==> config.mk <==
export PLATFORM = sky130hd
export DESIGN_NAME = elevator_ctrl_flat
export DESIGN_NICKNAME = d
export VERILOG_FILES = /design/src/rtl/elevator_pkg.sv /design/src/rtl/elevator_if.sv /design/src/rtl/elev_timer.sv /design/src/rtl/elevator_ctrl.sv /design/src/flat_wrapper.sv
export SDC_FILE = /design/constraint.sdc
export NUM_CORES = 1
export LEC_CHECK = 0
export BUFFER_PORTS_ARGS = -buffer_cell sky130_fd_sc_hd__buf_2
export CAP_MARGIN = 20
export CELL_PAD_IN_SITES_DETAIL_PLACEMENT = 1
export CELL_PAD_IN_SITES_GLOBAL_PLACEMENT = 2
export CORE_AREA = 2 2 57 59
export CTS_CLUSTER_SIZE = 28
export DETAILED_ROUTE_END_ITERATION = 7
export DIE_AREA = 0 0 59 61
export PLACE_DENSITY_LB_ADDON = 0.3
export SETUP_SLACK_MARGIN = 0.5
export SLEW_MARGIN = 20
export SYNTH_ARGS = -nofsm -noshare
export SYNTH_HDL_FRONTEND = slang
export SYNTH_SLANG_ARGS = --single-unit
==> constraint.sdc <==
create_clock -name clk -period 2.38 [get_ports clk]
set_input_delay 0.119 -clock clk [delete_from_list [all_inputs] [get_ports clk]]
set_output_delay 0.119 -clock clk [all_outputs]
set_load 0.1 [all_outputs]
==> src/rtl/elevator_pkg.sv <==
// ---------------------------------------------------------------------------
// elevator_pkg
// Shared types and constants for the elevator car scheduler.
//   elev_state_t : scheduler FSM states (IDLE, MOVE, DOOR)
//   DEF_FLOORS   : default number of floors
//   floor_idx_t  : binary floor index for the default floor count
//   timer_width  : width of the shared move/door timer
// ---------------------------------------------------------------------------
package elevator_pkg;

    typedef enum logic [1:0] {
        IDLE = 2'd0,
        MOVE = 2'd1,
        DOOR = 2'd2
    } elev_state_t;

    localparam int DEF_FLOORS = 4;

    typedef logic [$clog2(DEF_FLOORS)-1:0] floor_idx_t;

    // One extra bit over the larger of the two intervals keeps the limit
    // value representable even when an interval is an exact power of two.
    function automatic int timer_width(input int move_cycles, input int door_cycles);
        return $clog2((move_cycles > door_cycles) ? move_cycles : door_cycles) + 1;
    endfunction

endpackage

==> src/rtl/elevator_if.sv <==
// ---------------------------------------------------------------------------
// elevator_if
// Request/status bundle between the per-floor button latches and the car
// scheduler.
//   req       : pending request per floor (button -> scheduler)
//   floor     : current car floor, binary
//   dir_up    : current or last travel direction is up
//   moving    : car is travelling between floors
//   door_open : door is held open at the current floor
//   arrive    : one-hot, one-cycle pulse that clears the served button
// Modports: master = scheduler side, slave = button side.
// ---------------------------------------------------------------------------
interface elevator_if
    import elevator_pkg::*;
#(
    parameter int FLOORS = DEF_FLOORS
) ();

    logic [FLOORS-1:0]         req;
    logic [$clog2(FLOORS)-1:0] floor;
    logic                      dir_up;
    logic                      moving;
    logic                      door_open;
    logic [FLOORS-1:0]         arrive;

    modport master (
        input  req,
        output floor,
        output dir_up,
        output moving,
        output door_open,
        output arrive
    );

    modport slave (
        output req,
        input  floor,
        input  dir_up,
        input  moving,
        input  door_open,
        input  arrive
    );

endinterface

==> src/rtl/elev_timer.sv <==
// ---------------------------------------------------------------------------
// elev_timer
// Loadable count-up timer shared by the MOVE and DOOR phases.
//   clk   : clock
//   clr   : asynchronous active-high reset, clears the count
//   load  : restart the count from zero on the next edge
//   limit : terminal count
//   done  : count has reached limit; the count then holds
// ---------------------------------------------------------------------------
module elev_timer #(
    parameter int TW = 5
) (
    input  logic          clk,
    input  logic          clr,
    input  logic          load,
    input  logic [TW-1:0] limit,
    output logic          done
);

    logic [TW-1:0] r_cnt;

    assign done = (r_cnt == limit);

    // NOTE: sequential state uses non-blocking assignments so every register
    // samples the pre-edge values, independent of statement order.
    always_ff @(posedge clk or posedge clr) begin
        if (clr) begin
            r_cnt <= '0;
        end else if (load) begin
            r_cnt <= '0;
        end else if (!done) begin
            r_cnt <= r_cnt + TW'(1);
        end
    end

endmodule

==> src/rtl/elevator_ctrl.sv <==
// ---------------------------------------------------------------------------
// elevator_ctrl
// SCAN (keep-direction) car scheduler. Samples the per-floor request lines,
// moves the car one floor per MOVE_CYCLES, holds the door for DOOR_CYCLES at
// each served floor and pulses arrive for that floor on arrival.
//   clk : clock, rising edge
//   clr : asynchronous active-high reset
//   bus : elevator_if master (req in; floor, dir_up, moving, door_open,
//         arrive out, all registered)
// ---------------------------------------------------------------------------
module elevator_ctrl
    import elevator_pkg::*;
#(
    parameter int FLOORS      = DEF_FLOORS,
    parameter int MOVE_CYCLES = 8,
    parameter int DOOR_CYCLES = 16
) (
    input  logic        clk,
    input  logic        clr,
    elevator_if.master  bus
);

    localparam int FW = $clog2(FLOORS);
    localparam int TW = timer_width(MOVE_CYCLES, DOOR_CYCLES);

    elev_state_t       r_state;
    logic [FW-1:0]     r_floor;
    logic              r_dir_up;
    logic              r_moving;
    logic              r_door_open;
    logic [FLOORS-1:0] r_arrive;

    elev_state_t       w_state_nxt;
    logic [FW-1:0]     w_floor_nxt;
    logic              w_dir_nxt;
    logic [FLOORS-1:0] w_arrive_nxt;
    logic              w_load;
    logic              w_done;
    logic [TW-1:0]     w_limit;
    logic              w_above;
    logic              w_below;
    logic [FW-1:0]     w_step_floor;
    logic              w_ahead;

    // Floor the car reaches when the current MOVE interval expires.
    assign w_step_floor = r_dir_up ? (r_floor + FW'(1)) : (r_floor - FW'(1));

    // Request scans: above/below the current floor, and still-ahead of the
    // floor being entered so MOVE can decide whether to keep going.
    always_comb begin
        w_above = 1'b0;
        w_below = 1'b0;
        w_ahead = 1'b0;
        for (int f = 0; f < FLOORS; f++) begin
            if (f > int'(r_floor)) w_above = w_above | bus.req[f];
            if (f < int'(r_floor)) w_below = w_below | bus.req[f];
            if (r_dir_up  && f > int'(w_step_floor)) w_ahead = w_ahead | bus.req[f];
            if (!r_dir_up && f < int'(w_step_floor)) w_ahead = w_ahead | bus.req[f];
        end
    end

    assign w_limit = (r_state == DOOR) ? TW'(DOOR_CYCLES - 1) : TW'(MOVE_CYCLES - 1);

    elev_timer #(
        .TW (TW)
    ) u_timer (
        .clk   (clk),
        .clr   (clr),
        .load  (w_load),
        .limit (w_limit),
        .done  (w_done)
    );

    // NOTE: every signal driven here gets a default first, so no path through
    // the case can leave one unassigned and infer a latch.
    always_comb begin
        w_state_nxt  = r_state;
        w_floor_nxt  = r_floor;
        w_dir_nxt    = r_dir_up;
        w_arrive_nxt = '0;
        w_load       = 1'b0;

        case (r_state)
            IDLE: begin
                if (bus.req[r_floor]) begin
                    w_state_nxt           = DOOR;
                    w_arrive_nxt[r_floor] = 1'b1;
                    w_load                = 1'b1;
                end else if (r_dir_up && w_above) begin
                    w_state_nxt = MOVE;
                    w_load      = 1'b1;
                end else if (!r_dir_up && w_below) begin
                    w_state_nxt = MOVE;
                    w_load      = 1'b1;
                end else if (w_above || w_below) begin
                    // Nothing left in the old direction: reverse in the same
                    // cycle so reversal adds no latency.
                    w_dir_nxt   = !r_dir_up;
                    w_state_nxt = MOVE;
                    w_load      = 1'b1;
                end
            end

            MOVE: begin
                if (w_done) begin
                    w_floor_nxt = w_step_floor;
                    if (bus.req[w_step_floor]) begin
                        w_state_nxt                = DOOR;
                        w_arrive_nxt[w_step_floor] = 1'b1;
                        w_load                     = 1'b1;
                    end else if (w_ahead) begin
                        w_load = 1'b1;
                    end else begin
                        // Target vanished mid-trip; let IDLE re-plan.
                        w_state_nxt = IDLE;
                    end
                end
            end

            DOOR: begin
                // req at this floor is ignored while the button clears.
                if (w_done) w_state_nxt = IDLE;
            end

            default: w_state_nxt = IDLE;
        endcase
    end

    always_ff @(posedge clk or posedge clr) begin
        if (clr) begin
            r_state     <= IDLE;
            r_floor     <= '0;
            r_dir_up    <= 1'b1;
            r_moving    <= 1'b0;
            r_door_open <= 1'b0;
            r_arrive    <= '0;
        end else begin
            r_state     <= w_state_nxt;
            r_floor     <= w_floor_nxt;
            r_dir_up    <= w_dir_nxt;
            r_moving    <= (w_state_nxt == MOVE);
            r_door_open <= (w_state_nxt == DOOR);
            r_arrive    <= w_arrive_nxt;
        end
    end

    assign bus.floor     = r_floor;
    assign bus.dir_up    = r_dir_up;
    assign bus.moving    = r_moving;
    assign bus.door_open = r_door_open;
    assign bus.arrive    = r_arrive;

endmodule

==> src/flat_wrapper.sv <==
// flat-port wrapper written by rule: the top's interface ports become plain ports
module elevator_ctrl_flat import elevator_pkg::*;
#(
    parameter int FLOORS      = DEF_FLOORS,
    parameter int MOVE_CYCLES = 8,
    parameter int DOOR_CYCLES = 16
)
  (clk, clr, bus_req, bus_floor, bus_dir_up, bus_moving, bus_door_open, bus_arrive);
  elevator_if #(.FLOORS(FLOORS)) bus_i ();
  input  logic clk;
  input  logic clr;
  input wire logic [$bits(bus_i.req)-1:0] bus_req;
  output wire logic [$bits(bus_i.floor)-1:0] bus_floor;
  output wire logic [$bits(bus_i.dir_up)-1:0] bus_dir_up;
  output wire logic [$bits(bus_i.moving)-1:0] bus_moving;
  output wire logic [$bits(bus_i.door_open)-1:0] bus_door_open;
  output wire logic [$bits(bus_i.arrive)-1:0] bus_arrive;
  assign bus_i.req = bus_req;
  assign bus_floor = bus_i.floor;
  assign bus_dir_up = bus_i.dir_up;
  assign bus_moving = bus_i.moving;
  assign bus_door_open = bus_i.door_open;
  assign bus_arrive = bus_i.arrive;
  elevator_ctrl #(.FLOORS(FLOORS), .MOVE_CYCLES(MOVE_CYCLES), .DOOR_CYCLES(DOOR_CYCLES)) u_core (.clk(clk), .clr(clr), .bus(bus_i));
endmodule
# Yosys cells after proc, flatten, opt, wreduce, memory -nomap -nowiden
# Index checks and enable logic that the tools add are counted.
[op_classes]
add_sub_neg = 3
mul = 0
div_mod_pow = 0
order_cmp = 16
n_eq_ne = 6
shift = 0
mux = 45
bitwise_logic = 12
n_reduce_logical = 15
[ops]
columns = ["op", "n"]
rows = [
  ["1-bit 2-to-1 mux", 23],
  ["2-bit 2-to-1 mux", 9],
  ["4-bit 2-to-1 mux", 4],
  ["1-bit logical AND", 10],
  ["5-bit 2-to-1 mux", 2],
  ["1-bit OR", 9],
  ["2-bit greater-than comparator, first input constant", 4],
  ["1-bit by 2-bit less-than comparator with 1-bit output, first input constant", 4],
  ["4-bit case mux with 2 select lines", 1],
  ["2-bit by 3-bit less-than comparator with 1-bit output, second input constant", 2],
  ["2-bit case mux with 3 select lines", 1],
  ["5-bit by 1-bit adder with 5-bit output, second input constant", 1],
  ["5-bit equality test", 1],
  ["5-bit AND reduction", 1],
  ["1-bit binary-select mux with 2-bit select", 2],
  ["1-bit demux with 2-bit select", 2],
  ["2-bit by 1-bit equality test with 1-bit output, second input constant", 2],
  ["2-bit equality test, second input constant", 2],
  ["2-bit by 1-bit greater-or-equal comparator with 1-bit output, second input constant", 2],
  ["1-bit by 2-bit greater-than comparator with 1-bit output, first input constant", 2],
  ["2-bit less-than comparator, first input constant", 2],
  ["1-bit inverter", 3],
  ["2-bit by 1-bit adder with 2-bit output, second input constant", 1],
  ["2-bit zero test", 1],
  ["other kinds (6)", 6],
]
[word_totals]
ff_bits = 16
latchBits = 0
ram_bits = 0
rom_bits = 0
in_bits = 6
out_inout_bits = 9
wordCells = 104
n_memories = 0

# Logic depth before layout (Yosys ltp)
[depth]
word_depth = 20
mapped_depth = 7
ltp_nobuf = 7

# Hierarchy
# Synthesis repeated with hierarchy kept, for this count alone.
[unflattened]
hier_cells = 117
hier_area_um2 = 1177.4
[by_module_without_submodules]
columns = ["mod", "n_inst", "cells_each", "area_each_um2", "seq_area_each_um2"]
rows = [
  ["elevator_ctrl", 1, 74, 763.2, 276.5],
  ["elev_timer", 1, 43, 414.1, 125.1],
]

# Worst setup path after synthesis
# No wires, ideal clock.
[synth_timing]
path_kind = "reg-to-reg"
start = "register u_core.r_floor[0], in the netlist u_core.bus.floor[0]"
end = "register u_core.r_arrive[2], in the netlist u_core.bus.arrive[2]"
setup_ns = 0.122
arrival_time_ns = 2.677
required_ns = 2.258
path_slack_ns = -0.420
stages_incl_launch_ff = 8
n_path_buf = 0
period_less_slack_ns = 2.800
cell_sequence = "dfrtp_1 inv_2 ha_1 xnor2_2 mux4_2 nand2_4 inv_2 a32o_1"
[synth_between]
elab_chain_len = 9
elab_cells_between_ends = 21
classes_between = "2 x add/sub; 4 x order compare; 13 x mux; 2 x reduce/logical"
[synth_lines]
columns = ["item", "line", "text"]
rows = [
  ["start: declaration", "elevator_ctrl.sv:27", "logic [FW-1:0] r_floor;"],
  ["start signal: assignment", "elevator_ctrl.sv:139", "r_floor <= w_floor_nxt;"],
  ["2-bit by 1-bit subtractor with 2-bit output or 2-bit by 1-bit adder with 2-bit output (tied branches)", "elevator_ctrl.sv:46", "assign w_step_floor = r_dir_up ? (r_floor + FW'(1)) : (r_floor - FW'(1));"],
  ["2-bit 2-to-1 mux", "elevator_ctrl.sv:46", ""],
  ["2-bit by 3-bit less-than comparator with 1-bit output (implied by the code) or 2-bit by 1-bit greater-or-equal comparator with 1-bit output (tied branches)", "elevator_ctrl.sv:109", "w_arrive_nxt[w_step_floor] = 1'b1;"],
  ["1-bit logical AND (implied by the code)", "elevator_ctrl.sv:109", ""],
  ["1-bit 2-to-1 mux (implied by the code)", "elevator_ctrl.sv:109", ""],
  ["1-bit demux with 2-bit select", "--", ""],
  ["4-bit 2-to-1 mux", "elevator_ctrl.sv:107", "if (bus.req[w_step_floor]) begin"],
  ["4-bit 2-to-1 mux", "elevator_ctrl.sv:105", "if (w_done) begin"],
  ["4-bit case mux with 2 select lines (*)", "elevator_ctrl.sv:83", "case (r_state)"],
  ["net u_core.w_arrive_nxt[2]", "elevator_ctrl.sv:36", "logic [FLOORS-1:0] w_arrive_nxt;"],
  ["end signal: assignment", "elevator_ctrl.sv:143", "r_arrive <= w_arrive_nxt;"],
  ["end: declaration", "elevator_ctrl.sv:31", "logic [FLOORS-1:0] r_arrive;"],
]
# The timed path passes the listed nets; every way through them passes the cells marked *. The select of a mux whose other input is x is not followed.
# A chain may end at the register's enable or synchronous reset.

# Final worst setup path
# Ends and elaborated chain as after synthesis.

==> impl_summary.md <==
Placement
The congestion estimate from routability-driven global placement came to 0.909. Once detailed placement completed, the half-perimeter wirelength came to 1820 um. The instance count after placement with tap cells included is 142.

The quantity of I/O buffers inserted on ports is 14.

Power and ir drop
Summed over all nets, the switching power comes to 899 uW. The internal power consumption is 799 uW. Sequential cells account for 28.0% of the total power.

The clock share of power is 8.7%. Power spread over the standard cell area amounts to 1330 nW/um^2. In this run the static leakage power is 0.573 nW.

Across the VDD grid, the largest voltage drop is 553 uV. The relative contribution of combinational cells to total power is 63.3%. The fraction of power spent switching nets is 53.0%. The final total power is 1.70 mW.

Route
The detailed-router iteration count before antenna repair is 4. The ratio of routed vias to standard cells is 5.24. Summed over all layers, the routed wires come to 2460 um. The count of unresolved DRC violations after routing is 0. After the first detailed-routing iteration, the DRC count stood at 13.

The routed length per instance is 16.1 um. The number of routed nets with antenna violations is 0. The total number of vias is 802.

Timing
The sum of negative setup slack is 0 ns. The fmax is 529 MHz. Setup violations remaining at the end of the flow were counted as 0. The shortest clock period the worst path allows after layout is 1.89 ns.

The post-route clock period utilization is 79.5%. The worst slew margin relative to its limit is 58.5%. The final hold violation count is 0. The count of pins over their slew limit was 0. Setup repair after global routing could not meet its margin everywhere.

Between clock sinks in the finished design, the worst skew comes to 0.00283 ns. At the pin with the least slew margin, the transition time is 0.621 ns.

Synthesis
The synthesis warning total is 0. The net count after synthesis is 109. The sequential area share after synthesis is 40.8%. The mean cell area of the mapped netlist is 10.3 sq um.

The register bit count reported by yosys is 16. The number of instances in the synthesized netlist is 96. The primary flip-flop cell chosen by synthesis mapping is dfrtp_1.

The synthesized design contains 0 enable-type register cells. Summed over all instances, the cell type with the most area after synthesis is dfrtp_1. The count of distinct cell types in the synthesized netlist is 35. The async set-reset flop share out of synthesis is 100%.

By area the synthesized netlist is led by dfrtp_1 (38%), ha_1 (8.9%), mux4_2 (4.6%). In this run the cell area of the synthesized design comes to 985 sq um. The top cell type by area accounts for 38.1% of the synthesized area.

Floorplanning
The top-level I/O count is 15. The die covers 3600 sq um. The initial core utilization is 33.3%. In this run the core area contains 20 standard-cell rows. From bottom edge to top edge, the die measures 61 um.

The core region is 2950 sq um. The x dimension of the die is 59 um.

Clock tree
TritonCTS built the clock tree. The maximum clock insertion buffer count is 2. The clock net sink count is 16. The number of H-tree levels is 1. The number of buffers inserted during clock tree synthesis is 3. The cell sitting at the root of the clock tree is a clkbuf_4. Clock latency on the worst-skew pair, taken at its later pin, is 0.28 ns. The register clock-pin slew on the reported worst setup and hold paths is 0.09 ns.

Worst setup path
The critical path endpoint is u_core.bus.arrive[2]$_DFF_PP0_. The capturing element type of the critical path is a flip-flop. The cell at the slowest stage of the critical path is dfrtp_4.

The critical path class is flip-flop to flip-flop. The worst register-to-register path has a depth of 7. The signal on the critical path passes through inv_8 > ha_4 > xnor2_4 > mux4_2 > nand2_4 > inv_2 > a32o_1. The peak fanout along the critical path is 7. The worst register-to-register path ends at u_core.bus.arrive[2]$_DFF_PP0_. The launching point of the worst reg2reg path is u_core.bus.floor[0]$_DFFE_PP0P_. In this design, the stage delay of the slowest critical-path cell is 0.52 ns. The startpoint type of the worst setup path is a flip-flop.

The reg-to-reg setup timing slack is 0.49 ns. The endpoint arrival time on the critical path is 2.07 ns. Data on the critical path is required at its endpoint by 2.55 ns. The most critical setup path has its startpoint at u_core.bus.floor[0]$_DFFE_PP0P_.

Layout
The fraction of the core area covered by cells at the end of the flow is 43.2%. The count of non-filler cells in the finished layout is 153. The combined area of the multi-input logic cells is 638 sq um. The library cell used most frequently in the layout, excluding fill and tap cells, is buf_2.

The flip-flop and latch area is 409 sq um. The share of cells above drive strength 1 is 40.0%. Compared with the post-synthesis result, the final layout area differs by 29.6%. The final-layout fill cell count is 345. The count of inserted antenna diode cells is 0. The net count of the finished layout is 134. The top cell types in the final layout, fill and taps aside, are buf_2 (14), dfrtp_1 (13), nand2_1 (7).

Worst hold path
The min-delay analysis places its worst path in the category input pin to flip-flop. Along the worst hold path, the cell count comes to 4.

GRT
Across every metal layer, demand over resource in global routing totals 15.5%. The via count of the first global-routing pass is 854. The wire length of the first global-routing pass is 4110 um. The overall overflow remaining after global route is 0. In the global route stage, met1 resource usage came out at 19.7%. The number of antenna violations at the first check in global routing is 0. For met3 alone, demand over resource in global routing was 3.20%. The largest net degree at the start of global routing is 17.

The global routing usage on met2 is 26.7%. The most utilized layer in the global route result is met2.

Flow run
The max-cap check violation count is 0.

Status
The flow ran to the end, and the final reports show no timing, DRC or antenna violations.
==> synth_stat cells, types with 2 or more instances <==
| library cell | number |
|---|---|
| a22oi_1 | 2 |
| o21bai_1 | 2 |
| inv_2 | 3 |
| o31ai_1 | 4 |
| nand2_1 | 7 |
| xnor2_1 | 3 |
| nor2b_1 | 2 |
| mux4_2 | 2 |
| o21ai_0 | 3 |
| inv_1 | 3 |
| nand3_1 | 2 |
| o21ai_1 | 2 |
| nor2_1 | 8 |
| dfrtp_1 | 15 |
| ha_1 | 7 |
| nor3_1 | 3 |
| a21oi_1 | 6 |
| nand2b_1 | 4 |
| a32o_1 | 2 |
==> logic make-up after synthesis <==
| kind of cell | synth area share [%] |
|---|---|
| compound gates | 19.2 |
| xor+xnor | 5.21 |
| fa+ha+maj | 8.89 |
| flops | 40.8 |
| simple gates | 17.7 |
| buf+inv | 2.67 |
| mux | 5.59 |
==> worst min-delay path by stage <==
stage	endpoint	from	slack, ns
3_3_place_gp	u_core.bus.floor[1]$_DFFE_PP0P_	clr	0.23
3_5_place_dp	u_core.bus.floor[1]$_DFFE_PP0P_	clr	0.23
6_report	u_core.bus.dir_up$_DFFE_PP1P_	bus_req[2]	0.25
2_1_floorplan	u_core.bus.arrive[0]$_DFF_PP0_	clr	0.03
5_1_grt	u_core.bus.dir_up$_DFFE_PP1P_	bus_req[2]	0.26
4_1_cts	u_core.bus.dir_up$_DFFE_PP1P_	bus_req[2]	0.25
==> critical path: cells and delay by family (launching register included) <==
kind	cells	cell delay, ns
AO/OA/AOI/OAI	1	0.25
adder cells (fa/ha/maj)	1	0.22
flip-flops	1	0.52
XOR/XNOR	1	0.14
multiplexers	1	0.36
buffers and inverters	2	0.14
AND/OR/NAND/NOR	1	0.14
==> metal layers <==
layer	vias to the layer above	part of all wire, %
li1	393	-
met1	397	45
met2	10	52
met3	2	2.4
met4	0	0.69
met5	-	0
==> cell type report <==
cell class	count	area share, %
multi-input combinational	73	50.0
sequential	16	32.1
timing repair buffer	21	10.1
tap	33	3.24
inverter	6	2.55
clock buffer	4	2.06
==> registers in the layout, indices dropped and copies added (netlist names) <==
register / count
u_core.bus.door_open: 1
u_core.bus.moving: 1
u_core.u_timer.r_cnt: 5
u_core.bus.arrive: 4
u_core.r_state: 2
u_core.bus.floor: 2
u_core.bus.dir_up: 1
==> stage by stage <==
step           hold slack (ns)  setup slack (ns)  cell area, sq um
6_report                 0.249             0.488              1280
3_3_place_gp             0.227             0.394              1130
2_1_floorplan           0.0321             0.299              1020
4_1_cts                  0.252             0.486              1190
5_1_grt                  0.265             0.401              1280
3_5_place_dp             0.235             0.321              1130
==> timing repair <==
item / in CTS / in global routing
buffers inserted: 3 / 3
hold endpoints to repair: 15 / 0
hold buffers: 1 / 0
gates resized for setup: 0 / 14
setup endpoints to repair: 14 / 14
pin swaps: 2 / 8
==> power groups by stage <==
stage	Combinational (mW)	Sequential [mW]	Clock, mW
after floorplan	0.453	0.794	0
after global placement	0.914	0.491	0
after detailed placement	0.933	0.496	0
after CTS	0.993	0.469	0.158
after global routing	1.16	0.493	0.174
final	1.07	0.476	0.148
Power figures use the tool's default switching activity.
